`config.mk`:
```
export PLATFORM = sky130hd
export DESIGN_NAME = axil_regfile
export DESIGN_NICKNAME = d
export VERILOG_FILES = /design/src/rtl/axil_pkg.sv /design/src/rtl/axil_wr_join.sv /design/src/rtl/axil_regfile.sv
export SDC_FILE = /design/constraint.sdc
export NUM_CORES = 1
export LEC_CHECK = 0
export CORE_MARGIN = 4
export CORE_UTILIZATION = 25
export DETAILED_ROUTE_END_ITERATION = 8
export SETUP_SLACK_MARGIN = 0.1
export SLEW_MARGIN = 30
export SYNTH_ARGS = -nofsm -noshare
export SYNTH_HDL_FRONTEND = slang
export SYNTH_SLANG_ARGS = --single-unit
```
`constraint.sdc`:
```
create_clock -name clk -period 2.4 [get_ports clk]
set_clock_uncertainty 0.05 [all_clocks]
set_input_delay 0.36 -clock clk [delete_from_list [all_inputs] [get_ports clk]]
set_output_delay 0.36 -clock clk [all_outputs]
set_load 0.05 [all_outputs]
```
`src/rtl/axil_pkg.sv`:
```
// Shared AXI4-Lite definitions for the register file: widths,
// response codes and the byte-lane merge helper.
package axil_pkg;

   localparam int DATA_W = 32;
   localparam int STRB_W = DATA_W / 8;

   typedef enum logic [1:0] {
      RESP_OKAY   = 2'b00,
      RESP_SLVERR = 2'b10
   } axi_resp_e;

   function automatic logic [DATA_W-1:0] apply_strb(
      input logic [DATA_W-1:0] old_w,
      input logic [DATA_W-1:0] new_w,
      input logic [STRB_W-1:0] strb
   );
      logic [DATA_W-1:0] r;
      r = old_w;
      for (int i = 0; i < STRB_W; i++) begin
         if (strb[i]) begin
            r[8*i +: 8] = new_w[8*i +: 8];
         end
      end
      return r;
   endfunction

endpackage

```
`src/rtl/axil_wr_join.sv`:
```
// Captures AW and W independently, joins them into one commit pulse
// and owns the B channel; at most one write is in flight.
module axil_wr_join
   import axil_pkg::*;
(
   input  logic              clk,
   input  logic              rst_n,
   input  logic [31:0]       awaddr,
   input  logic              awvalid,
   output logic              awready,
   input  logic [DATA_W-1:0] wdata,
   input  logic [STRB_W-1:0] wstrb,
   input  logic              wvalid,
   output logic              wready,
   output logic [1:0]        bresp,
   output logic              bvalid,
   input  logic              bready,
   input  logic              wr_err,
   output logic              commit,
   output logic [31:0]       wr_addr,
   output logic [DATA_W-1:0] wr_data,
   output logic [STRB_W-1:0] wr_strb
);

   logic              rdy_q, rdy_d;
   logic              aw_q, aw_d;
   logic              w_q, w_d;
   logic              bvalid_q, bvalid_d;
   logic [1:0]        bresp_q, bresp_d;
   logic [31:0]       addr_q, addr_d;
   logic [DATA_W-1:0] data_q, data_d;
   logic [STRB_W-1:0] strb_q, strb_d;
   logic              aw_hs, w_hs;

   // rdy_q keeps both readies low while in reset and lifts them
   // on the first edge afterwards.
   assign awready = rdy_q & ~aw_q & ~bvalid_q;
   assign wready  = rdy_q & ~w_q & ~bvalid_q;
   assign aw_hs   = awvalid & awready;
   assign w_hs    = wvalid & wready;
   assign commit  = aw_q & w_q & ~bvalid_q;

   always_comb begin
      rdy_d    = 1'b1;
      aw_d     = aw_q;
      w_d      = w_q;
      bvalid_d = bvalid_q;
      bresp_d  = bresp_q;
      addr_d   = addr_q;
      data_d   = data_q;
      strb_d   = strb_q;
      if (aw_hs) begin
         aw_d   = 1'b1;
         addr_d = awaddr;
      end
      if (w_hs) begin
         w_d    = 1'b1;
         data_d = wdata;
         strb_d = wstrb;
      end
      if (commit) begin
         bvalid_d = 1'b1;
         bresp_d  = wr_err ? RESP_SLVERR : RESP_OKAY;
      end
      if (bvalid_q && bready) begin
         aw_d     = 1'b0;
         w_d      = 1'b0;
         bvalid_d = 1'b0;
         bresp_d  = RESP_OKAY;
      end
   end

   always_ff @(posedge clk or negedge rst_n) begin
      if (!rst_n) begin
         rdy_q    <= 1'b0;
         aw_q     <= 1'b0;
         w_q      <= 1'b0;
         bvalid_q <= 1'b0;
         bresp_q  <= RESP_OKAY;
         addr_q   <= '0;
         data_q   <= '0;
         strb_q   <= '0;
      end else begin
         rdy_q    <= rdy_d;
         aw_q     <= aw_d;
         w_q      <= w_d;
         bvalid_q <= bvalid_d;
         bresp_q  <= bresp_d;
         addr_q   <= addr_d;
         data_q   <= data_d;
         strb_q   <= strb_d;
      end
   end

   assign bvalid  = bvalid_q;
   assign bresp   = bresp_q;
   assign wr_addr = addr_q;
   assign wr_data = data_q;
   assign wr_strb = strb_q;

endmodule

```
`src/rtl/axil_regfile.sv`:
```
// AXI4-Lite register file: NCTRL r/w control words then NSTAT status words.
// Optional AXIL_REGFILE_SLVERR_EN: SLVERR on out-of-range and status writes.
module axil_regfile
   import axil_pkg::*;
#(
   parameter int unsigned NCTRL     = 8,
   parameter int unsigned NSTAT     = 4,
   parameter logic [31:0] BASE_ADDR = 32'h0000_0000
) (
   input  logic                    clk,
   input  logic                    rst_n,
   input  logic [31:0]             s_axi_awaddr,
   input  logic [2:0]              s_axi_awprot,
   input  logic                    s_axi_awvalid,
   output logic                    s_axi_awready,
   input  logic [DATA_W-1:0]       s_axi_wdata,
   input  logic [STRB_W-1:0]       s_axi_wstrb,
   input  logic                    s_axi_wvalid,
   output logic                    s_axi_wready,
   output logic [1:0]              s_axi_bresp,
   output logic                    s_axi_bvalid,
   input  logic                    s_axi_bready,
   input  logic [31:0]             s_axi_araddr,
   input  logic [2:0]              s_axi_arprot,
   input  logic                    s_axi_arvalid,
   output logic                    s_axi_arready,
   output logic [DATA_W-1:0]       s_axi_rdata,
   output logic [1:0]              s_axi_rresp,
   output logic                    s_axi_rvalid,
   input  logic                    s_axi_rready,
   output logic [32*NCTRL-1:0]     ctrl_out,
   input  logic [32*NSTAT-1:0]     stat_in
);

   logic [DATA_W-1:0] ctrl_q [NCTRL];
   logic [DATA_W-1:0] ctrl_d [NCTRL];

   logic              commit;
   logic              wr_err;
   logic [31:0]       wr_addr;
   logic [DATA_W-1:0] wr_data;
   logic [STRB_W-1:0] wr_strb;
   logic [31:0]       wr_off;
   logic [29:0]       wr_idx;
   logic              wr_ctrl;

   axil_wr_join u_wr_join (
      .clk     (clk),
      .rst_n   (rst_n),
      .awaddr  (s_axi_awaddr),
      .awvalid (s_axi_awvalid),
      .awready (s_axi_awready),
      .wdata   (s_axi_wdata),
      .wstrb   (s_axi_wstrb),
      .wvalid  (s_axi_wvalid),
      .wready  (s_axi_wready),
      .bresp   (s_axi_bresp),
      .bvalid  (s_axi_bvalid),
      .bready  (s_axi_bready),
      .wr_err  (wr_err),
      .commit  (commit),
      .wr_addr (wr_addr),
      .wr_data (wr_data),
      .wr_strb (wr_strb)
   );

   assign wr_off = wr_addr - BASE_ADDR;
   assign wr_idx = wr_off[31:2];

   always_comb begin
      wr_ctrl = 1'b0;
      for (int k = 0; k < NCTRL; k++) begin
         ctrl_d[k] = ctrl_q[k];
         if (wr_idx == 30'(k)) begin
            wr_ctrl = 1'b1;
            if (commit) begin
               ctrl_d[k] = apply_strb(ctrl_q[k], wr_data, wr_strb);
            end
         end
      end
   end

   always_ff @(posedge clk or negedge rst_n) begin
      if (!rst_n) begin
         for (int k = 0; k < NCTRL; k++) begin
            ctrl_q[k] <= '0;
         end
      end else begin
         for (int k = 0; k < NCTRL; k++) begin
            ctrl_q[k] <= ctrl_d[k];
         end
      end
   end

   for (genvar g = 0; g < NCTRL; g++) begin : g_ctrl_out
      assign ctrl_out[32*g +: 32] = ctrl_q[g];
   end

   logic              rdy_q, rdy_d;
   logic              rvalid_q, rvalid_d;
   logic [DATA_W-1:0] rdata_q, rdata_d;
   logic [1:0]        rresp_q, rresp_d;
   logic [31:0]       rd_off;
   logic [29:0]       rd_idx;
   logic [DATA_W-1:0] rd_word;
   logic              rd_hit;
   logic              rd_err;
   logic              ar_hs;

   assign rd_off = s_axi_araddr - BASE_ADDR;
   assign rd_idx = rd_off[31:2];

   // Unmatched indices fall through with rd_word = 0.
   always_comb begin
      rd_word = '0;
      rd_hit  = 1'b0;
      for (int k = 0; k < NCTRL; k++) begin
         if (rd_idx == 30'(k)) begin
            rd_word = ctrl_q[k];
            rd_hit  = 1'b1;
         end
      end
      for (int k = 0; k < NSTAT; k++) begin
         if (rd_idx == 30'(NCTRL + k)) begin
            rd_word = stat_in[32*k +: 32];
            rd_hit  = 1'b1;
         end
      end
   end

`ifdef AXIL_REGFILE_SLVERR_EN
   assign wr_err = ~wr_ctrl;
   assign rd_err = ~rd_hit;
`else
   assign wr_err = 1'b0;
   assign rd_err = 1'b0;
`endif

   assign s_axi_arready = rdy_q & ~rvalid_q;
   assign ar_hs         = s_axi_arvalid & s_axi_arready;

   always_comb begin
      rdy_d    = 1'b1;
      rvalid_d = rvalid_q;
      rdata_d  = rdata_q;
      rresp_d  = rresp_q;
      if (rvalid_q && s_axi_rready) begin
         rvalid_d = 1'b0;
      end
      if (ar_hs) begin
         rvalid_d = 1'b1;
         rdata_d  = rd_word;
         rresp_d  = rd_err ? RESP_SLVERR : RESP_OKAY;
      end
   end

   always_ff @(posedge clk or negedge rst_n) begin
      if (!rst_n) begin
         rdy_q    <= 1'b0;
         rvalid_q <= 1'b0;
         rdata_q  <= '0;
         rresp_q  <= RESP_OKAY;
      end else begin
         rdy_q    <= rdy_d;
         rvalid_q <= rvalid_d;
         rdata_q  <= rdata_d;
         rresp_q  <= rresp_d;
      end
   end

   assign s_axi_rvalid = rvalid_q;
   assign s_axi_rdata  = rdata_q;
   assign s_axi_rresp  = rresp_q;

   logic unused_ok;
   assign unused_ok = ^{s_axi_awprot, s_axi_arprot, rd_off[1:0],
                        wr_off[1:0], rd_hit, wr_ctrl};

endmodule

```
# Word-level counts from Yosys, hierarchy flattened
# Index checks and enable logic that the tools add are counted.
[totals]
ff_bits = 363
input_bits = 241
out_inout_bits = 297
wordCells = 136
[op_classes]
n_eq_ne = 18
mux = 22
bitwise = 14
reduce_logical = 40
[ops]
columns = ["cell", "n"]
rows = [
  ["2-to-1 mux 32 bit", 12],
  ["equality test 30 x 3 -> 1 bit (second input constant)", 8],
  ["equality test 30 x 2 -> 1 bit (second input constant)", 4],
  ["equality test 30 x 4 -> 1 bit (second input constant)", 4],
  ["AND reduction 3 bit", 32],
  ["equality test 30 x 1 -> 1 bit (second input constant)", 2],
  ["zero test 30 bit", 2],
  ["AND 1 bit", 10],
  ["2-to-1 mux 1 bit", 8],
  ["nonzero test 2 bit", 4],
  ["2-to-1 mux 2 bit", 2],
  ["NOT 1 bit", 4],
  ["logical AND 1 bit", 2],
]

# Depth between registers and ports, before layout
# Gate-level depths: netlist (run 1).
[depth]
word_depth = 13
depth_mapped = 8
mapped_depth_nobuf = 5

# Cells and area by module
# A second synthesis (run 1) with hierarchy kept.
[unflattened]
cells_unflattened = 1381
area_unflattened_um2 = 17413.0
[by_module_without_submodules]
columns = ["mod", "n_inst", "cells_each", "area_per_inst_um2", "seq_area_each_um2"]
rows = [
  ["axil_regfile", 1, 1211, 14463.9, 7257.0],
  ["axil_wr_join", 1, 170, 2949.1, 1826.8],
]

# Worst setup path before layout (run 1)
# OpenSTA, ideal clock, no wires.
[synth_timing]
path_kind = "register to register"
start = "register u_wr_join.bvalid_q (netlist: u_wr_join.bvalid)"
end = "register u_wr_join.data_q[10] (netlist: u_wr_join.wr_data[10])"
setup_time_ps = 125
arrival_time_ps = 2760
t_required_ps = 2225
path_slack_ps = -535
stages_incl_launch_ff = 7
path_buffers = 2
synth_period_minus_slack_ps = 2935
path_cell_list = "dfrtp_1 -> nand2b_1 -> nor2_1 -> and2_1 -> clkbuf_1 -> clkbuf_1 -> mux2_2"
[synth_between]
elab_chain_len = 3
[synth_lines]
columns = ["item", "line", "text"]
rows = [
  ["from (decl)", "axil_wr_join.sv:28", "logic bvalid_q, bvalid_d;"],
  ["from (signal assigned)", "axil_wr_join.sv:87", "bvalid_q <= bvalid_d;"],
  ["NOT 1 bit", "axil_wr_join.sv:38", "assign wready = rdy_q & ~w_q & ~bvalid_q;"],
  ["AND 1 bit", "axil_wr_join.sv:38", ""],
  ["named net s_axi_wready", "axil_regfile.sv:19", "output logic s_axi_wready,"],
  ["AND 1 bit", "axil_wr_join.sv:40", "assign w_hs = wvalid & wready;"],
  ["to (signal assigned)", "axil_wr_join.sv:90", "data_q <= data_d;"],
  ["to (decl)", "axil_wr_join.sv:31", "logic [DATA_W-1:0] data_q, data_d;"],
]
# The timed path passes the listed nets, and every way through them passes these cells.
# A chain may end at the register's enable or synchronous reset.

# Worst setup path in the final report (run 1)
[layout_timing]
start = "register u_wr_join.addr_q[6] (netlist: u_wr_join.wr_addr[6])"
end = "register ctrl_q (netlist bit ctrl_out[104])"
[layout_between]
elab_chain_len = 2
[layout_lines]
columns = ["item", "line", "text"]
rows = [
  ["from (decl)", "axil_wr_join.sv:30", "logic [31:0] addr_q, addr_d;"],
  ["from (signal assigned)", "axil_wr_join.sv:89", "addr_q <= addr_d;"],
  ["equality test 30 x 2 -> 1 bit", "axil_regfile.sv:74", "if (wr_idx == 30'(k)) begin"],
  ["AND reduction 3 bit (no line)", "--", ""],
  ["to (signal, indexed assignment)", "axil_regfile.sv:90", "ctrl_q[k] <= ctrl_d[k];"],
  ["to (decl)", "axil_regfile.sv:35", "logic [DATA_W-1:0] ctrl_q [NCTRL];"],
]
# No other way between the ends.

==> results.md, run 1 <==
* Pin count of the biggest net entering global routing at 65
* Worst hold slack at roughly 0.31 ns
* Die Ht at about 270 µm
* Area of the multi-input gates at just under 9000 µm²
* Row count at 95
* Fmax at just under 400 MHz
* Met2 Wirelength at 36.3 mm
* GRT overflow at 0
* Clock H-tree levels at 2
* Final hold vios at 0
* CP Launch Type: flip-flop
* WL met1 at 32.0 mm
* NumNets Final at 2159
* ANT nets after route at 0
* Synth warn at 0
* Worst hold path depth at 2
* RR Startpoint: u_wr_join.wr_addr[6]$_DFFE_PN0P_
* Max clock buf depth at 3
* Max Slew Vio Count at 0
* Wirelength per Cell at 26.8 µm
* DRT Pass-1 Iters at 5
* WL final at 75.8 mm
* I/O Buffers at around 520
* Commonest non-fill, non-tap cell in the layout: clkdlybuf4s50_1
* Tot Pwr at roughly 17 mW
* Core Area at 67500 µm²
* Vias at 14424
* DR iter-0 viols at 1157
* Yosys reg bits at 359
* Cells on worst reg2reg path at 8
* Ports at 538
* Layout fillers at 6267
* Worst min-delay path startpoint: s_axi_rready
* Gpl congestion at about 0.87
* Area delta synth->final at 59.3%
* R2R Path End: ctrl_out[104]$_DFFE_PN0P_
* Hold Path Class: input port to flip-flop
* Post-CTS Repair Setup Buffers at 0
* Tot GR Track Use at 20.1%
* Antenna Cells at 0
* Period utilization at 106%
* Synthesized cell area at 17100 µm²
* Worst EP required at about 2.8 ns
* Post-synth EDFFs at 0
* Max-cap violations at 0
* CP Capture Type: flip-flop
* Clk_lat worst skew at 0.57 ns
* Post-synth ARST share at 100%
* Crit Path Max Fanout at 8
* # setup viols final at roughly 260
* Die width at 270 µm
* DR DRC count at 0
* Metal3 WL at 5.61 mm
* Rel. slew slack at around 56%
* Inserted Clock Buffers at 42
* Sequential share of the synthesized area at 52.5%
* Violated checks: negative setup slack
* First-pass GRT wire length at 110 mm
* Cell count after synthesis at 1301
* Maximum VDD drop at 591 µV
* Worst EP arrival at 2.94 ns
* LEAKAGE at ~12 nW
* Cell area power density at 618 nW/µm²
* Initial antenna violation count at 6
* RSZ-0062 raised after global routing: true
* Slew @ Worst Pin at roughly 0.67 ns
* Area occupied by registers at 8980 µm²
* Starting Density at 25.4%
* Max layer used: met5
* Commonest non-fill, non-tap cells in the layout: clkdlybuf4s50_1, dfrtp_1, mux2_4
* Status: finished with violations
* Setup ws final at -0.153 ns
* Clk sink count at between 300 and 400
* Ratio of cells with drive above 1 in the final layout at 33.1%
* Netlist cell types at 52
* Die area at between 70000 and 80000 µm²
* Hpwl dp at ~57 mm
* Root Driver: clkbuf_16
* CTS tree: done
* Minimum clock period at around 2.6 ns
* Number of vias per cell at 5.11
* Ys flop type: dfrtp_1
* Worst reg-to-reg setup slack at -0.15 ns
* Worst hold endpoint: s_axi_rvalid$_DFFE_PN0P_
* Syn_area_per_cell at 13.2 µm²
* Vias in the first global route at 15582
* Clk slew on worst S/H paths at ~0.060 ns
* WS Path Type: flip-flop to flip-flop
## through the flow
step                util (%)  instance area, µm²  setup TNS (ns)  cells  setup slack [ns]
finish                  40.4               27300          -24.59   2824            -0.153
global route            40.4               27300          -39.80   2824            -0.230
CTS                     40.2               27200          -27.57   2824            -0.160
detailed placement      37.6               25400          -27.96   2746            -0.157
global placement        37.6               25400          -21.87   2746            -0.144
floorplan                  -               17700          -11.34   1304           -0.0659
## worst max-delay path by stage
stage,start,endpoint,slack (ns),depth (start not counted)
floorplan,u_wr_join.wr_addr[9]$_DFFE_PN0P_,ctrl_out[100]$_DFFE_PN0P_,-0.07,5
global placement,s_axi_araddr[14],s_axi_rdata[21]$_DFFE_PN0P_,-0.14,6
detailed placement,u_wr_join.wr_addr[9]$_DFFE_PN0P_,ctrl_out[248]$_DFFE_PN0P_,-0.16,8
CTS,u_wr_join.wr_addr[6]$_DFFE_PN0P_,ctrl_out[103]$_DFFE_PN0P_,-0.16,8
global route,u_wr_join.wr_addr[6]$_DFFE_PN0P_,ctrl_out[103]$_DFFE_PN0P_,-0.23,8
finish,u_wr_join.wr_addr[6]$_DFFE_PN0P_,ctrl_out[104]$_DFFE_PN0P_,-0.15,8
## where the power goes
| part | internal [mW] | switching [mW] | total (mW) |
|---|---|---|---|
| logic | 1.40 | 1.26 | 2.67 |
| clock network | 3.85 | 2.65 | 6.50 |
| registers | 6.64 | 1.05 | 7.70 |
| total | 11.9 | 4.96 | 16.9 |
## registers in the layout, indices dropped and copies added, names as in the netlist, 4 cells and up
| signal | flops |
|---|---|
| ctrl_out | 256 |
| s_axi_rdata | 32 |
| u_wr_join.wr_addr | 30 |
| u_wr_join.wr_data | 32 |
| u_wr_join.wr_strb | 4 |
## synthesized netlist by cell type (17+ instances only)
cell type	n	share of area, %
a21oi_1	55	1.6
a222oi_1	23	1.3
a2bb2oi_1	31	1.6
clkbuf_1	70	1.5
dfrtp_1	359	52
inv_1	29	0.64
mux2_2	329	22
mux4_2	46	6.1
nand2_1	49	1.1
nor2_1	47	1.0
nor2_2	17	0.62
o21ai_0	34	0.99
o221ai_1	30	1.5
o22ai_1	25	0.91
## final cells by class
cell class | instances | share of cell area [%]
Clock inverter | 15 | 0.541
Inverter | 29 | 0.399
Clock buffer | 62 | 4.61
Timing Repair Buffer | 660 | 25.7
Tap cell | 873 | 4.00
Multi-Input combinational cell | 826 | 31.8
Sequential cell | 359 | 32.9
## cells by family after synthesis
logic type,Yosys count,synth area share (%)
mux,389,28.5
flops,359,52.5
compound gates,241,9.92
simple gates,191,6.31
buf+inv,119,2.75
other cells,2,0.0439
## repair_timing
action / in CTS / in global routing
endpoints found under the setup margin: 270 / 264
pin swaps: 12 / 9
hold buffers: 1 / 0
resized for setup: 112 / 31
endpoints found under the hold margin: 52 / 0
## critical path, stage by stage, from the launching register on
cell and delay (ns):
dfrtp_1 0.38, or4_4 0.55, nor4_4 0.37, buf_4 0.20, nand4_4 0.08, buf_12 0.18
nor2_4 0.13, buf_12 0.17, mux2_4 0.30
## per-layer routing
metal	up-vias	track usage, %
met4	8	4.90
met3	136	5.24
met1	7411	25.9
met5	-	0
li1	6167	-
met2	702	33.9
Power figures use the tool's default switching activity.
==> run 2: changes to the inputs <==
--- a/config.mk
+++ b/config.mk
@@ -8,6 +8,7 @@
 export CORE_MARGIN = 4
 export CORE_UTILIZATION = 25
 export DETAILED_ROUTE_END_ITERATION = 8
+export DONT_BUFFER_PORTS = 1
 export SETUP_SLACK_MARGIN = 0.1
 export SLEW_MARGIN = 30
 export SYNTH_ARGS = -nofsm -noshare
==> results.md, run 2 (synthesis results as in run 1) <==
* ANT nets after route at 0 (unchanged)
* Gpl congestion at 0.869 (-0.41%)
* Ports at 538 (unchanged)
* Final instance area at 23200 µm² (-15%)
* Max-cap violations at 0 (unchanged)
* Crit Path Max Fanout at 8 (unchanged)
* GRT overflow at 0 (unchanged)
* CTS tree: done
* Layout fillers at 6504 (+3.8%)
* Wirelength per Cell at 30.0 µm (+12%)
* Area delta synth->final at 35.7%
* Number of vias per cell at 5.40 (+5.8%)
* Tot Pwr at 16.6 mW (-1.3%)
* Period utilization at 106% (-0.42 points)
* Placed Area at 20400 µm² (-20%)
* Die area at 72700 µm² (unchanged)
* WS Path Type: flip-flop to flip-flop
* I/O Buffers at 0 (-100%)
* First-pass GRT wire length at 105 mm (-4.7%)
* Clock H-tree levels at 2 (unchanged)
* Hold_buf cts at 76 (+75)
* Non-filler cells, final at 2433 (-14%)
* Commonest non-fill, non-tap cell in the layout: dfrtp_1
* Status: finished with violations
* Initial antenna violation count at 5 (-1)
* Violated checks: negative hold slack, negative setup slack
* NumNets Final at 1772 (-18%)
* # setup viols final at 256 (unchanged)
* Tot GR Track Use at 19.3% (-0.78 points)
* Commonest non-fill, non-tap cells in the layout: dfrtp_1, mux2_4, buf_4
* RSZ-0062 raised after global routing: true
* LEAKAGE at 10.1 nW (-13%)
* Final hold vios at 359 (+359)
* DR DRC count at 0 (unchanged)
* Ratio of cells with drive above 1 in the final layout at 44.6% (+11 points)
* Max clock buf depth at 3 (unchanged)
* Rel. slew slack at 42.1% (-13 points)
* Vias at 13144 (-8.9%)
* DRT Pass-1 Iters at 7 (+2)
* Hold Path Class: input port to async pin
* WL final at 73.1 mm (-3.6%)
* Placed insts at 2284 (-17%)
* Fmax at 393 MHz (+0.39%)
* Die width at 270 µm (unchanged)
* Clk slew on worst S/H paths at 0.06 ns (about the same)
* Worst EP required at 2.78 ns (about the same)
* CP Capture Type: flip-flop
* Worst hold slack at -0.537 ns (-0.852 ns)
* Starting Density at 25.4% (unchanged)
* Largest register FFs at 256 (unchanged)
* Area occupied by registers at 8980 µm² (unchanged)
* Minimum clock period at 2.54 ns (-0.00998 ns)
* Clk_lat worst skew at 0.56 ns (about the same)
* Core Area at 67500 µm² (unchanged)
* Setup ws final at -0.143 ns (+0.00998 ns)
* Setup WS pre-CTS at -0.159 ns (-0.00228 ns)
* Root Driver: clkbuf_16
* Max Slew Vio Count at 0 (unchanged)
* Worst EP arrival at 2.92 ns (-0.02 ns)
* Clk sink count at 359 (unchanged)
* Row count at 95 (unchanged)
* DR iter-0 viols at 1028 (-11%)
* CP Launch Type: flip-flop
* Maximum VDD drop at 683 µV (+16%)
* Slew @ Worst Pin at 0.868 ns (+0.201 ns)
* Cell area power density at 716 nW/µm² (+16%)
* Hpwl dp at 51.2 mm (-9.5%)
* Pin count of the biggest net entering global routing at 360 (+450%)
* Die Ht at 270 µm (unchanged)
* Inserted Clock Buffers at 42 (unchanged)
* Vias in the first global route at 14217 (-8.8%)
* Area of the multi-input gates at 8790 µm² (+1.5%)
==> run 2: changes by cell type in the layout (fill, tap and decap cells not counted), sizes merged, moves of 2 or more <==
| cell | before | now |
|---|---|---|
| clkdlybuf4s50 | 491 | 0 |
| dlygate4sd3 | 1 | 76 |
| buf | 145 | 197 |
| dlygate4sd2 | 14 | 0 |
| dlymetal6s2s | 9 | 0 |
| clkinv | 11 | 6 |
| clkbuf | 62 | 58 |
| bufinv | 2 | 5 |
| clkinvlp | 0 | 2 |
==> run 2: per-layer routing <==
| metal | track usage (%) | vias up | share of wire (%) | wire length (µm) |
|---|---|---|---|---|
| met5 | 0 | - | 0.034 | 25 |
| met4 | 6.49 | 4 | 3.4 | 2490 |
| met3 | 6.35 | 165 | 9.1 | 6640 |
| met2 | 32.9 | 749 | 48 | 35300 |
| met1 | 23.1 | 6848 | 39 | 28700 |
| li1 | - | 5378 | - | - |
==> run 2: cell type report <==
class | instances | share of cell area (%)
Antenna cell | 1 | 0.0108
Multi-Input combinational cell | 826 | 37.8
Tap cell | 873 | 4.70
Sequential cell | 359 | 38.7
Clock inverter | 14 | 0.894
Clock buffer | 58 | 5.30
Timing Repair Buffer | 273 | 12.1
Inverter | 29 | 0.468
==> run 2: power by group <==
part | leakage [nW] | internal, mW | switching (mW)
clock network | 0.707 | 4.11 | 2.67
registers | 4.87 | 6.64 | 1.13
logic | 4.54 | 1.13 | 0.962
==> run 2: final timing paths <==
kind / end / slack, ns / startpoint / cells after the start
min: ctrl_out[17]$_DFFE_PN0P_ / -0.54 / rst_n / 0
min in group clk: s_axi_rdata[1]$_DFFE_PN0P_ / 0.07 / stat_in[33] / 3
max in group asynchronous: u_wr_join.wr_data[1]$_DFFE_PN0P_ / 2.12 / rst_n / 0
min reg2reg: u_wr_join.wr_addr[29]$_DFFE_PN0P_ / 0.46 / u_wr_join.wr_addr[29]$_DFFE_PN0P_ / 1
max: ctrl_out[118]$_DFFE_PN0P_ / -0.14 / u_wr_join.wr_addr[11]$_DFFE_PN0P_ / 8
max reg2reg: ctrl_out[118]$_DFFE_PN0P_ / -0.14 / u_wr_join.wr_addr[11]$_DFFE_PN0P_ / 8
==> run 2: timing repair <==
action	in CTS	in global routing
setup buffers	0	0
hold endpoints to repair	437	359
endpoints found under the setup margin	256	256
pin swaps	24	14
resized for setup	162	9
cloned	0	0
==> run 2: through the flow <==
| stage | util (%) | TNS, ns | hold WS (ns) |
|---|---|---|---|
| global route | 34.4 | -35.20 | -0.580 |
| finish | 34.4 | -20.98 | -0.537 |
| floorplan | - | -11.34 | 0.0144 |
| CTS | 34.4 | -18.94 | -0.578 |
| detailed placement | 30.2 | -25.04 | 0.0295 |
| global placement | 30.2 | -15.16 | 0.0273 |
==> run 2: critical path, cell delays in order (launching register included) <==
cell     delay (ns)
dfrtp_1        0.38
or4_4          0.56
nor4_4         0.34
buf_4          0.19
nand4_4        0.08
buf_12         0.19
nor2_4         0.15
buf_6          0.17
mux2_4         0.30
